$ cat src/rtl/ahb_pkg.sv
// Shared AHB-Lite encodings and the bridge state encoding.
package ahb_pkg;

  typedef enum logic [1:0] {
    HTRANS_IDLE   = 2'b00,
    HTRANS_BUSY   = 2'b01,
    HTRANS_NONSEQ = 2'b10,
    HTRANS_SEQ    = 2'b11
  } htrans_e;

  typedef enum logic {
    HRESP_OKAY  = 1'b0,
    HRESP_ERROR = 1'b1
  } hresp_e;

  typedef enum logic [2:0] {
    ST_IDLE,
    ST_WR_DATA,
    ST_WR_CHK,
    ST_RD_REQ,
    ST_RD_CHK,
    ST_ERR1,
    ST_ERR2
  } state_e;

endpackage

$ cat src/rtl/ahb_regfile_bridge.sv
// AHB-Lite slave front-end driving Wren/Rden strobes into a register file and
// returning HRDATA/HREADYOUT/HRESP, including wait states and two-cycle ERROR.
module ahb_regfile_bridge
  import ahb_pkg::*;
#(
  parameter int unsigned DATA_W  = 8,
  parameter int unsigned DEPTH   = 4,
  parameter int unsigned HADDR_W = 32,
  parameter int unsigned TIMEOUT = 15
) (
  input  logic               CLK,
  input  logic               RST,
  input  logic               HSEL,
  input  logic [HADDR_W-1:0] HADDR,
  input  logic               HWRITE,
  input  logic [1:0]         HTRANS,
  input  logic [DATA_W-1:0]  HWDATA,
  input  logic               HREADY,
  output logic               HREADYOUT,
  output logic               HRESP,
  output logic [DATA_W-1:0]  HRDATA,
  output logic               Wren,
  output logic               Rden,
  output logic [DATA_W-1:0]  WrData,
  output logic [DEPTH-1:0]   Adresse,
  input  logic [DATA_W-1:0]  RdData,
  input  logic               RdData_Valid,
  input  logic               ReadyToWork
);

  localparam int unsigned        CNT_W   = $clog2(TIMEOUT + 1);
  localparam logic [CNT_W-1:0]   CNT_MAX = CNT_W'(TIMEOUT);

  state_e              state_q, state_d;
  logic [DEPTH-1:0]    addr_q, addr_d;
  logic [CNT_W-1:0]    cnt_q, cnt_d;
  logic [DATA_W-1:0]   hrdata_q, hrdata_d;

  logic                accept;
  logic                out_of_range;
  logic                complete;
  logic                hready;
  hresp_e              hresp;
  state_e              accept_state;

  // Address-phase decode, shared by every cycle in which the slave is ready.
  always_comb begin
    accept       = HSEL && HREADY &&
                   ((HTRANS == HTRANS_NONSEQ) || (HTRANS == HTRANS_SEQ));
    out_of_range = |HADDR[HADDR_W-1:DEPTH];
    accept_state = ST_IDLE;
    if (accept) begin
      if (out_of_range)  accept_state = ST_ERR1;
      else if (HWRITE)   accept_state = ST_WR_DATA;
      else               accept_state = ST_RD_REQ;
    end
  end

  // Next-state and bus-response logic; read completion is routed through IDLE.
  always_comb begin
    state_d  = state_q;
    addr_d   = addr_q;
    cnt_d    = cnt_q;
    hrdata_d = hrdata_q;
    hready   = 1'b1;
    hresp    = HRESP_OKAY;
    complete = 1'b0;

    case (state_q)
      ST_IDLE: begin
        complete = 1'b1;
      end
      ST_WR_DATA: begin
        hready  = 1'b0;
        state_d = ST_WR_CHK;
      end
      ST_WR_CHK: begin
        if (ReadyToWork) begin
          complete = 1'b1;
        end else begin
          hready  = 1'b0;
          state_d = ST_ERR1;
        end
      end
      ST_RD_REQ: begin
        hready  = 1'b0;
        cnt_d   = '0;
        state_d = ST_RD_CHK;
      end
      ST_RD_CHK: begin
        hready = 1'b0;
        if (RdData_Valid) begin
          hrdata_d = RdData;
          state_d  = ST_IDLE;
        end else if (!ReadyToWork) begin
          state_d = ST_ERR1;
        end else if (cnt_q == CNT_MAX) begin
          state_d = ST_ERR1;
        end else begin
          cnt_d = cnt_q + CNT_W'(1);
        end
      end
      ST_ERR1: begin
        hready  = 1'b0;
        hresp   = HRESP_ERROR;
        state_d = ST_ERR2;
      end
      ST_ERR2: begin
        hresp    = HRESP_ERROR;
        complete = 1'b1;
      end
      default: begin
        state_d = ST_IDLE;
      end
    endcase

    // Any ready cycle doubles as the address phase of the next transfer.
    if (complete) begin
      state_d = accept_state;
      if (accept) addr_d = HADDR[DEPTH-1:0];
    end
  end

  // State, address, timeout counter and read-data registers.
  always_ff @(posedge CLK) begin
    if (RST) begin
      state_q  <= ST_IDLE;
      addr_q   <= '0;
      cnt_q    <= '0;
      hrdata_q <= '0;
    end else begin
      state_q  <= state_d;
      addr_q   <= addr_d;
      cnt_q    <= cnt_d;
      hrdata_q <= hrdata_d;
    end
  end

  // Output decode: strobes come only from the state register.
  always_comb begin
    HREADYOUT = hready;
    HRESP     = hresp;
    HRDATA    = hrdata_q;
    Wren      = (state_q == ST_WR_DATA);
    Rden      = (state_q == ST_RD_REQ);
    WrData    = HWDATA;
    Adresse   = addr_q;
  end

endmodule

$ cat config.mk
export PLATFORM = sky130hd
export DESIGN_NAME = ahb_regfile_bridge
export DESIGN_NICKNAME = d
export VERILOG_FILES = /design/src/rtl/ahb_pkg.sv /design/src/rtl/ahb_regfile_bridge.sv
export SDC_FILE = /design/constraint.sdc
export NUM_CORES = 1
export LEC_CHECK = 0
export ABC_AREA = 1
export CAP_MARGIN = 20
export CORE_AREA = 2 2 64 66
export DETAILED_ROUTE_END_ITERATION = 8
export DIE_AREA = 0 0 66 68
export PLACE_DENSITY = 0.66
export SYNTH_ARGS = -nofsm -noshare
export SYNTH_HDL_FRONTEND = slang
export SYNTH_SLANG_ARGS = --single-unit
export TNS_END_PERCENT = 30
$ cat constraint.sdc
create_clock -name CLK -period 1.6 [get_ports CLK]
set_input_delay 0.16 -clock CLK [delete_from_list [all_inputs] [get_ports CLK]]
set_output_delay 0.16 -clock CLK [all_outputs]
set_load 0.01 [all_outputs]
## Word level (Yosys, flattened, before mapping)

Index checks and enable logic that the tools add are counted.

- Register bits: 19
- Bits of input ports: 57
- Output and inout bits: 24
- Word-level logic and storage cells: 50

- Add/subtract/negate cells: 1
- Eq/ne operators: 15
- Muxes and demuxes: 17
- Reduce and logical (&&, ||, !) cells: 13

Operators with widths:

| cell | number |
|---|---|
| 28-bit OR reduction | 1 |
| 3-bit 2-to-1 mux | 7 |
| 3-bit case mux with 6 select lines | 1 |
| 4-bit 2-to-1 mux | 3 |
| 3-bit equality test, second input constant | 3 |
| 4-bit case mux with 2 select lines | 1 |
| 3-bit by 2-bit equality test with 1-bit output, second input constant | 2 |
| 2-bit inequality test, second input constant | 3 |
| 5-bit inequality test, second input constant | 1 |
| 4-bit by 1-bit adder with 4-bit output, second input constant | 1 |
| 2-bit equality test, second input constant | 2 |
| 4-bit equality test, second input constant | 1 |
| 1-bit case mux with 2 select lines | 2 |
| 2-bit AND reduction | 2 |
| 4-bit AND reduction | 1 |
| 2-bit OR reduction | 2 |
| 4-bit OR reduction | 1 |
| 3-bit by 1-bit equality test with 1-bit output, second input constant | 1 |
| 3-bit logical NOT | 1 |
| 3-bit inequality test, second input constant | 1 |
| 3-bit AND reduction | 1 |
| 1-bit logical AND | 2 |
| 1-bit 2-to-1 mux | 2 |
| 2-bit 2-to-1 mux | 1 |
| 3 further kinds | 3 |

## Longest topological paths before layout

Gate-level depths: netlist of run 1.

- Depth after elaboration: 6
- Mapped depth: 8

## Worst setup path before layout of run 1

OpenSTA, ideal clock, no wires.

- Kind: reg2reg
- Start point: reg state_q[2]
- End point: reg state_q[2]
- Setup time: 128 ps
- Data arrival time: 1122 ps
- Data required time: 1472 ps
- Slack: 350 ps
- Stages on the path, launching flop included: 8
- Path buffers: 0
- Period minus slack after synthesis: 1250 ps
- Path through: dfxtp_1 inv_2 ha_1 o21ai_0 nand3_1 nand2_1 nor2_1 nor2_1

- Longest elaborated chain between the ends: 5
- Elaborated cells between the ends (all ways): 15
- Classes of those cells: 9 x eq/ne; 3 x mux; 3 x reduce/logical

RTL lines:

| item | RTL line | text |
|---|---|---|
| from (decl) | ahb_regfile_bridge.sv:34 | `state_e state_q, state_d;` |
| from (signal assigned) | ahb_regfile_bridge.sv:132 | `state_q <= state_d;` |
| 3-bit equality test / 3-bit logical NOT (equally long branches) | ahb_regfile_bridge.sv:69 | `case (state_q)` |
| 2-bit OR reduction (no source line) | - |  |
| 1-bit case mux with 2 select lines | ahb_regfile_bridge.sv:69 |  |
| 5-bit inequality test (no source line), or another cell as far along | - |  |
| 3-bit AND reduction (no source line) | - |  |

Parallel ways exist; a longest one is shown, timed or not.
A chain may end at the register's enable or synchronous reset.

## Worst setup path after layout of run 1

- Start point: reg state_q[2]
- End point: out HREADYOUT

- Longest elaborated chain between the ends: 3
- Elaborated cells between the ends (all ways): 7
- Classes of those cells: 5 x eq/ne; 1 x mux; 1 x reduce/logical

RTL lines:

| item | RTL line | text |
|---|---|---|
| 3-bit by 1-bit equality test with 1-bit output, or another cell as far along | ahb_regfile_bridge.sv:69 |  |
| 4-bit OR reduction (no source line) | - |  |
| 1-bit case mux with 2 select lines (*) | ahb_regfile_bridge.sv:69 |  |
| to (decl) | ahb_regfile_bridge.sv:19 | `output logic HREADYOUT,` |

Every way passes the cells marked *; elsewhere a longest branch is shown, timed or not.

==> results of run 1 <==
-- what timing repair did --
action | in CTS | in global routing
setup endpoints to repair | 4 | 2
cloned | 0 | 0
gates resized for setup | 6 | 3
setup buffers | 0 | 0
hold endpoints to repair | 0 | 0
-- cells by family after synthesis --
group                    after synthesis  synth area share (%)
buffers and inverters                 22                 10.49
XOR/XNOR                               1                0.7983
flip-flops                            19                 34.66
AND/OR/NAND/NOR                       92                 38.77
AO/OA/AOI/OAI                         24                 13.00
adder cells (fa/ha/maj)                2                 2.280
-- cells in the final DEF, fill, tap and decap left out, types with 2 or more instances in the layout --
cell type / n
nand3_2: 2
dfxtp_2: 3
clkbuf_8: 3
a31oi_1: 2
nand2_2: 2
dfxtp_1: 16
inv_1: 7
nand3_1: 18
buf_4: 5
inv_2: 3
clkdlybuf4s50_1: 59
dlymetal6s2s_1: 2
o21ai_0: 2
nand2_1: 35
ha_1: 2
nor2_4: 3
a21oi_1: 17
nor2_1: 25
dlygate4sd2_1: 2
-- area by class of cell --
class / count / area, µm²
fillers: 403 / 2052
inverters: 10 / 37.54
well taps: 50 / 62.56
clock buffers: 4 / 45.04
repair buffers: 68 / 670.6
flip-flops and latches: 19 / 384.1
multi-input cells: 119 / 604.3
-- metrics by stage --
step	util (%)	hold slack, ns	cells	TNS, ns	cell area [µm²]
5_1_grt	46.79	0.3200	270	0	1804
4_1_cts	46.66	0.3201	270	-0.02171	1799
3_3_place_gp	45.39	0.3201	266	0	1750
2_1_floorplan	-	0.3027	160	0	1097
3_5_place_dp	45.39	0.3201	266	0	1750
6_report	46.79	0.3200	270	0	1804
-- registers in the layout, summed over array words and instances, names as in the netlist --
register and cells:
cnt_q 4, state_q 3, HRDATA 8, Adresse 4
-- worst max-delay path, cell delays in order (launching register included) --
cell and delay [ns]:
dfxtp_2 0.39, inv_2 0.09, nand2_1 0.11, o221ai_1 0.11
dlygate4sd2_1 0.29
-- how the worst max path moves through the flow --
stage / cells after the start / endpoint / startpoint
floorplan: 7 / state_q[2] / state_q[2]
global placement: 4 / HREADYOUT / ReadyToWork
detailed placement: 4 / HREADYOUT / ReadyToWork
CTS: 4 / Rden / state_q[2]
global route: 4 / HREADYOUT / state_q[1]
finish: 4 / HREADYOUT / state_q[2]
-- metal layers --
metal	routed length, µm	GRT usage (%)
met4	13	4.847
met3	121	1.974
met1	1313	16.10
met5	0	0
met2	1351	22.73
-- where the power goes --
group	switching (mW)	leakage (nW)	internal [mW]
combinational	0.0730	0.540	0.142
clock	0.141	0.0228	0.176
sequential	0.00827	0.155	0.483
total	0.222	0.718	0.802
==> impl_metrics.json, run 1 <==
{
  "grt_pass1_vias": 1118,
  "setup_viol": 0,
  "yosysMostFrequentCell": "nand2_1",
  "synthCells": 160,
  "rows": 23,
  "nNetsFinal": 280,
  "endpoint_kind": "output port",
  "fin_crit_ns": 1.387,
  "ff2ff_path_depth": 8,
  "ant_nets": 0,
  "ys.flop_type": "dfxtp_1",
  "clock-sinks": 19,
  "fin_crit_sh_pct": 86.66,
  "yosys_warnings": 0,
  "yosysSeqAreaShare_pct": 34.66,
  "grt_usage_pct": 12.95,
  "slew_headroom_pct": 78.68,
  "syn2layout_area_growth_pct": 64.42,
  "die_height_um": 68,
  "routed_wl_um": 2799,
  "ff2ff_setup_slack_ns": 0.28,
  "rsz0062_at_grt": "false",
  "path_max_fanout": 6,
  "die_w_um": 66,
  "cts_inserted_buffers": 3,
  "peakVddDrop_uv": 473.9,
  "hp-class": "primary input to output port",
  "drt-wirelength-per-cell_um": 10.37,
  "leakage_nw": 0.7181,
  "hold_start": "HWDATA[1]",
  "power.density_nw_per_um2": 567.6,
  "antenna_found_initial": 0,
  "grt_pass1_wl_um": 4643,
  "drive_gt1_share_pct": 11.36,
  "overflow": 0,
  "whs_path_depth": 0,
  "coreArea_um2": 3856,
  "htreeDepth": 1,
  "synth_area_leaders": "dfxtp_1 35%, nand2_1 12%, nor2_1 8.9%",
  "avgSynthCellArea_um2": 6.858,
  "hold_end": "WrData[1]",
  "antenna_cells": 0,
  "worst_pin_slew_ns": 0.3164,
  "cts_tree": "yes",
  "vias_per_cell": 4.344,
  "dpl.hpwl_um": 2286,
  "cp-start-kind": "register",
  "drt_iter0_drc": 62,
  "reg2reg_to": "state_q[1]",
  "setup_slack_ns": 0.2135,
  "dieArea_um2": 4488,
  "synth_common_cells": "35 x nand2_1, 26 x nor2_1, 19 x dfxtp_1",
  "start_util_pct": 28.46,
  "clk_pin_slew_ns": 0.06,
  "synth_edf_count": 0,
  "place_ws_ns": 0.02083,
  "hold_violations": 0,
  "netlist.area_leader.share_pct": 34.66,
  "cp.arrival_ns": 1.23,
  "drc": 0,
  "p_total_mw": 1.024,
  "path_class": "register to output port",
  "drv_cap": 0,
  "synth_area_leader_cell": "dfxtp_1",
  "route.vias.total": 1173,
  "drt_pass1_iterations": 4,
  "port_buffers": 63,
  "synth.distinct_cells": 26,
  "cts-root-buf": "clkbuf_8",
  "ys_ff_latch": 19,
  "io_pins": 81,
  "synth_area_um2": 1097,
  "cp.required_ns": 1.44,
  "place_congestion": 0.7408,
  "grt_max_degree": 11,
  "status": "completed",
  "clk_latency_ns": 0.25,
  "synthArstFlopShare_pct": 0,
  "drv_slew": 0,
  "synth_fp_nets": 219,
  "skew_ns": 0.001375,
  "holdBufCountCts": 0,
  "fmax_mhz": 721.2,
  "r2r-start": "state_q[2]",
  "clockBufferDepth": 2
}
Note: power is estimated with default switching activity, not from simulation.
==> run 2: changes to the inputs <==
--- a/config.mk
+++ b/config.mk
@@ -6,11 +6,12 @@
 export NUM_CORES = 1
 export LEC_CHECK = 0
 export ABC_AREA = 1
-export CAP_MARGIN = 20
+export CAP_MARGIN = 0
 export CORE_AREA = 2 2 64 66
 export DETAILED_ROUTE_END_ITERATION = 8
 export DIE_AREA = 0 0 66 68
-export PLACE_DENSITY = 0.66
+export PLACE_DENSITY = 0.7
+export SLEW_MARGIN = 20
 export SYNTH_ARGS = -nofsm -noshare
 export SYNTH_HDL_FRONTEND = slang
 export SYNTH_SLANG_ARGS = --single-unit
==> impl_metrics.json, run 2 (synthesis results as in run 1) <==
{
  "status": "completed",
  "p_sw_mw": 0.2440,
  "ff2ff_path_depth": 8,
  "clk_latency_ns": 0.26,
  "tns_ns": 0,
  "largest_reg_flops": 8,
  "ant_nets": 0,
  "cts_tree": "yes",
  "drv_slew": 0,
  "cts-root-buf": "clkbuf_8",
  "cp_cell_sequence": "inv_2 > nand2_1 > o221ai_1 > dlygate4sd2_1",
  "grt_max_degree": 15,
  "cp.required_ns": 1.44,
  "antenna_cells": 0,
  "drc": 0,
  "final_common_cell": "clkdlybuf4s50_1",
  "hold_violations": 0,
  "clkPwrFrac_pct": 32.4,
  "path_class": "register to output port",
  "use_met3_pct": 3.947,
  "vias_per_cell": 4.426,
  "start_util_pct": 28.46,
  "grt.busiest_layer": "met2",
  "slew_headroom_pct": 80.62,
  "power.density_nw_per_um2": 576.9,
  "fmax_mhz": 705.0,
  "die_height_um": 68,
  "cpMaxStageDelayCell": "dfxtp_2",
  "max_stage_delay_ns": 0.39,
  "dieArea_um2": 4488,
  "rsz0062_at_grt": "false",
  "fin_crit_ns": 1.418,
  "grt.met1_usage_pct": 16.15,
  "drt_iter0_drc": 55,
  "clock-sinks": 19,
  "endpoint_kind": "output port",
  "overflow": 0,
  "setup.worst_path.end": "HREADYOUT",
  "dpl.hpwl_um": 2273,
  "placed_area_um2": 1750,
  "setup_viol": 0,
  "coreArea_um2": 3856,
  "hp-class": "primary input to output port",
  "port_buffers": 63,
  "seqPwrFrac_pct": 47.0,
  "io_pins": 81,
  "drv_cap": 0,
  "intPower_mw": 0.7969,
  "htreeDepth": 1,
  "drt_pass1_iterations": 4,
  "final_cells": 270,
  "peakVddDrop_uv": 606.1,
  "antenna_found_initial": 0,
  "dp.cells": 266,
  "combPwrFrac_pct": 20.6,
  "rows": 23,
  "grt_pass1_vias": 1100,
  "cp-start-kind": "register",
  "place_congestion": 0.8494,
  "hold_ws_ns": 0.3200,
  "grt_pass1_wl_um": 4774,
  "nNetsFinal": 280,
  "routed_wl_um": 2813,
  "ff2ff_setup_slack_ns": 0.27,
  "crit_start": "state_q[2]",
  "cts_inserted_buffers": 3,
  "sw_frac_of_total_pct": 23.44,
  "fin_crit_sh_pct": 88.65,
  "grt_usage_pct": 13.67,
  "leakage_nw": 0.7073,
  "final_core_util_pct": 46.79,
  "drt-wirelength-per-cell_um": 10.42,
  "syn2layout_area_growth_pct": 64.42,
  "r2r-start": "cnt_q[0]",
  "final_cell_mix": "59 x clkdlybuf4s50_1, 35 x nand2_1, 25 x nor2_1",
  "met2_usage_pct": 22.98,
  "reg2reg_to": "cnt_q[3]",
  "route.vias.total": 1195,
  "drive_gt1_share_pct": 11.82,
  "path_max_fanout": 6,
  "cp.arrival_ns": 1.26,
  "die_w_um": 66,
  "worst_pin_slew_ns": 0.2876,
  "fin_area_um2": 1804,
  "clk_pin_slew_ns": 0.07,
  "clockBufferDepth": 2,
  "skew_ns": 0.003361
}
==> run 2: final cells by class <==
type,count,area (µm²)
clock buffer,3,41.29
clock inverter,1,5.005
fill,403,2052
inverter,10,37.54
multi-input combinational,119,604.3
sequential,19,386.6
tap,50,62.56
timing repair buffer,68,666.9
==> run 2: power by group through the flow <==
stage,sequential [mW],combinational [mW],clock [mW]
3_5_place_dp,0.501,0.218,0
5_1_grt,0.490,0.236,0.370
3_3_place_gp,0.501,0.217,0
2_1_floorplan,0.503,0.0879,0
6_report,0.489,0.215,0.337
4_1_cts,0.491,0.217,0.351
==> run 2: routing by layer <==
metal | vias up | share of wire (%)
met5 | - | 0
met4 | 0 | 1.5
met3 | 5 | 6.5
met2 | 29 | 48
met1 | 524 | 43
li1 | 637 | -
==> run 2: critical path: cells and delay by family, from the launching register on <==
family | cells | cell delay (ns)
flip-flops | 1 | 0.39
AND/OR/NAND/NOR | 1 | 0.11
buffers and inverters | 2 | 0.38
AO/OA/AOI/OAI | 1 | 0.11
==> run 2: worst min path at each step <==
stage                    from    endpoint  slack [ns]  cells past startpoint
floorplan            HADDR[0]  Adresse[0]        0.30                      2
global placement    HWDATA[3]   WrData[3]        0.32                      0
detailed placement  HWDATA[3]   WrData[3]        0.32                      0
CTS                 HWDATA[3]   WrData[3]        0.32                      0
global route        HWDATA[4]   WrData[4]        0.32                      0
finish              HWDATA[1]   WrData[1]        0.32                      0
==> run 2: what timing repair did <==
item / in CTS / in global routing
hold buffers: 0 / 0
gates resized for setup: 8 / 2
setup endpoints to repair: 4 / 1
buffers inserted: 0 / 0
==> run 2: through the flow <==
stage,worst slack (ns),total power [mW]
3_5_place_dp,0.005473,0.7188
4_1_cts,0.01207,1.059
6_report,0.1816,1.041
2_1_floorplan,0.3500,0.5904
5_1_grt,0.09445,1.096
3_3_place_gp,0.02164,0.7181
==> run 3: changes to the inputs <==
--- a/config.mk
+++ b/config.mk
@@ -8,6 +8,7 @@
 export ABC_AREA = 1
 export CAP_MARGIN = 0
 export CORE_AREA = 2 2 64 66
+export CTS_CLUSTER_SIZE = 8
 export DETAILED_ROUTE_END_ITERATION = 8
 export DIE_AREA = 0 0 66 68
 export PLACE_DENSITY = 0.7
==> results of run 3 <==
Same layout as run 2: the final DEF is identical, and so are final timing and power.
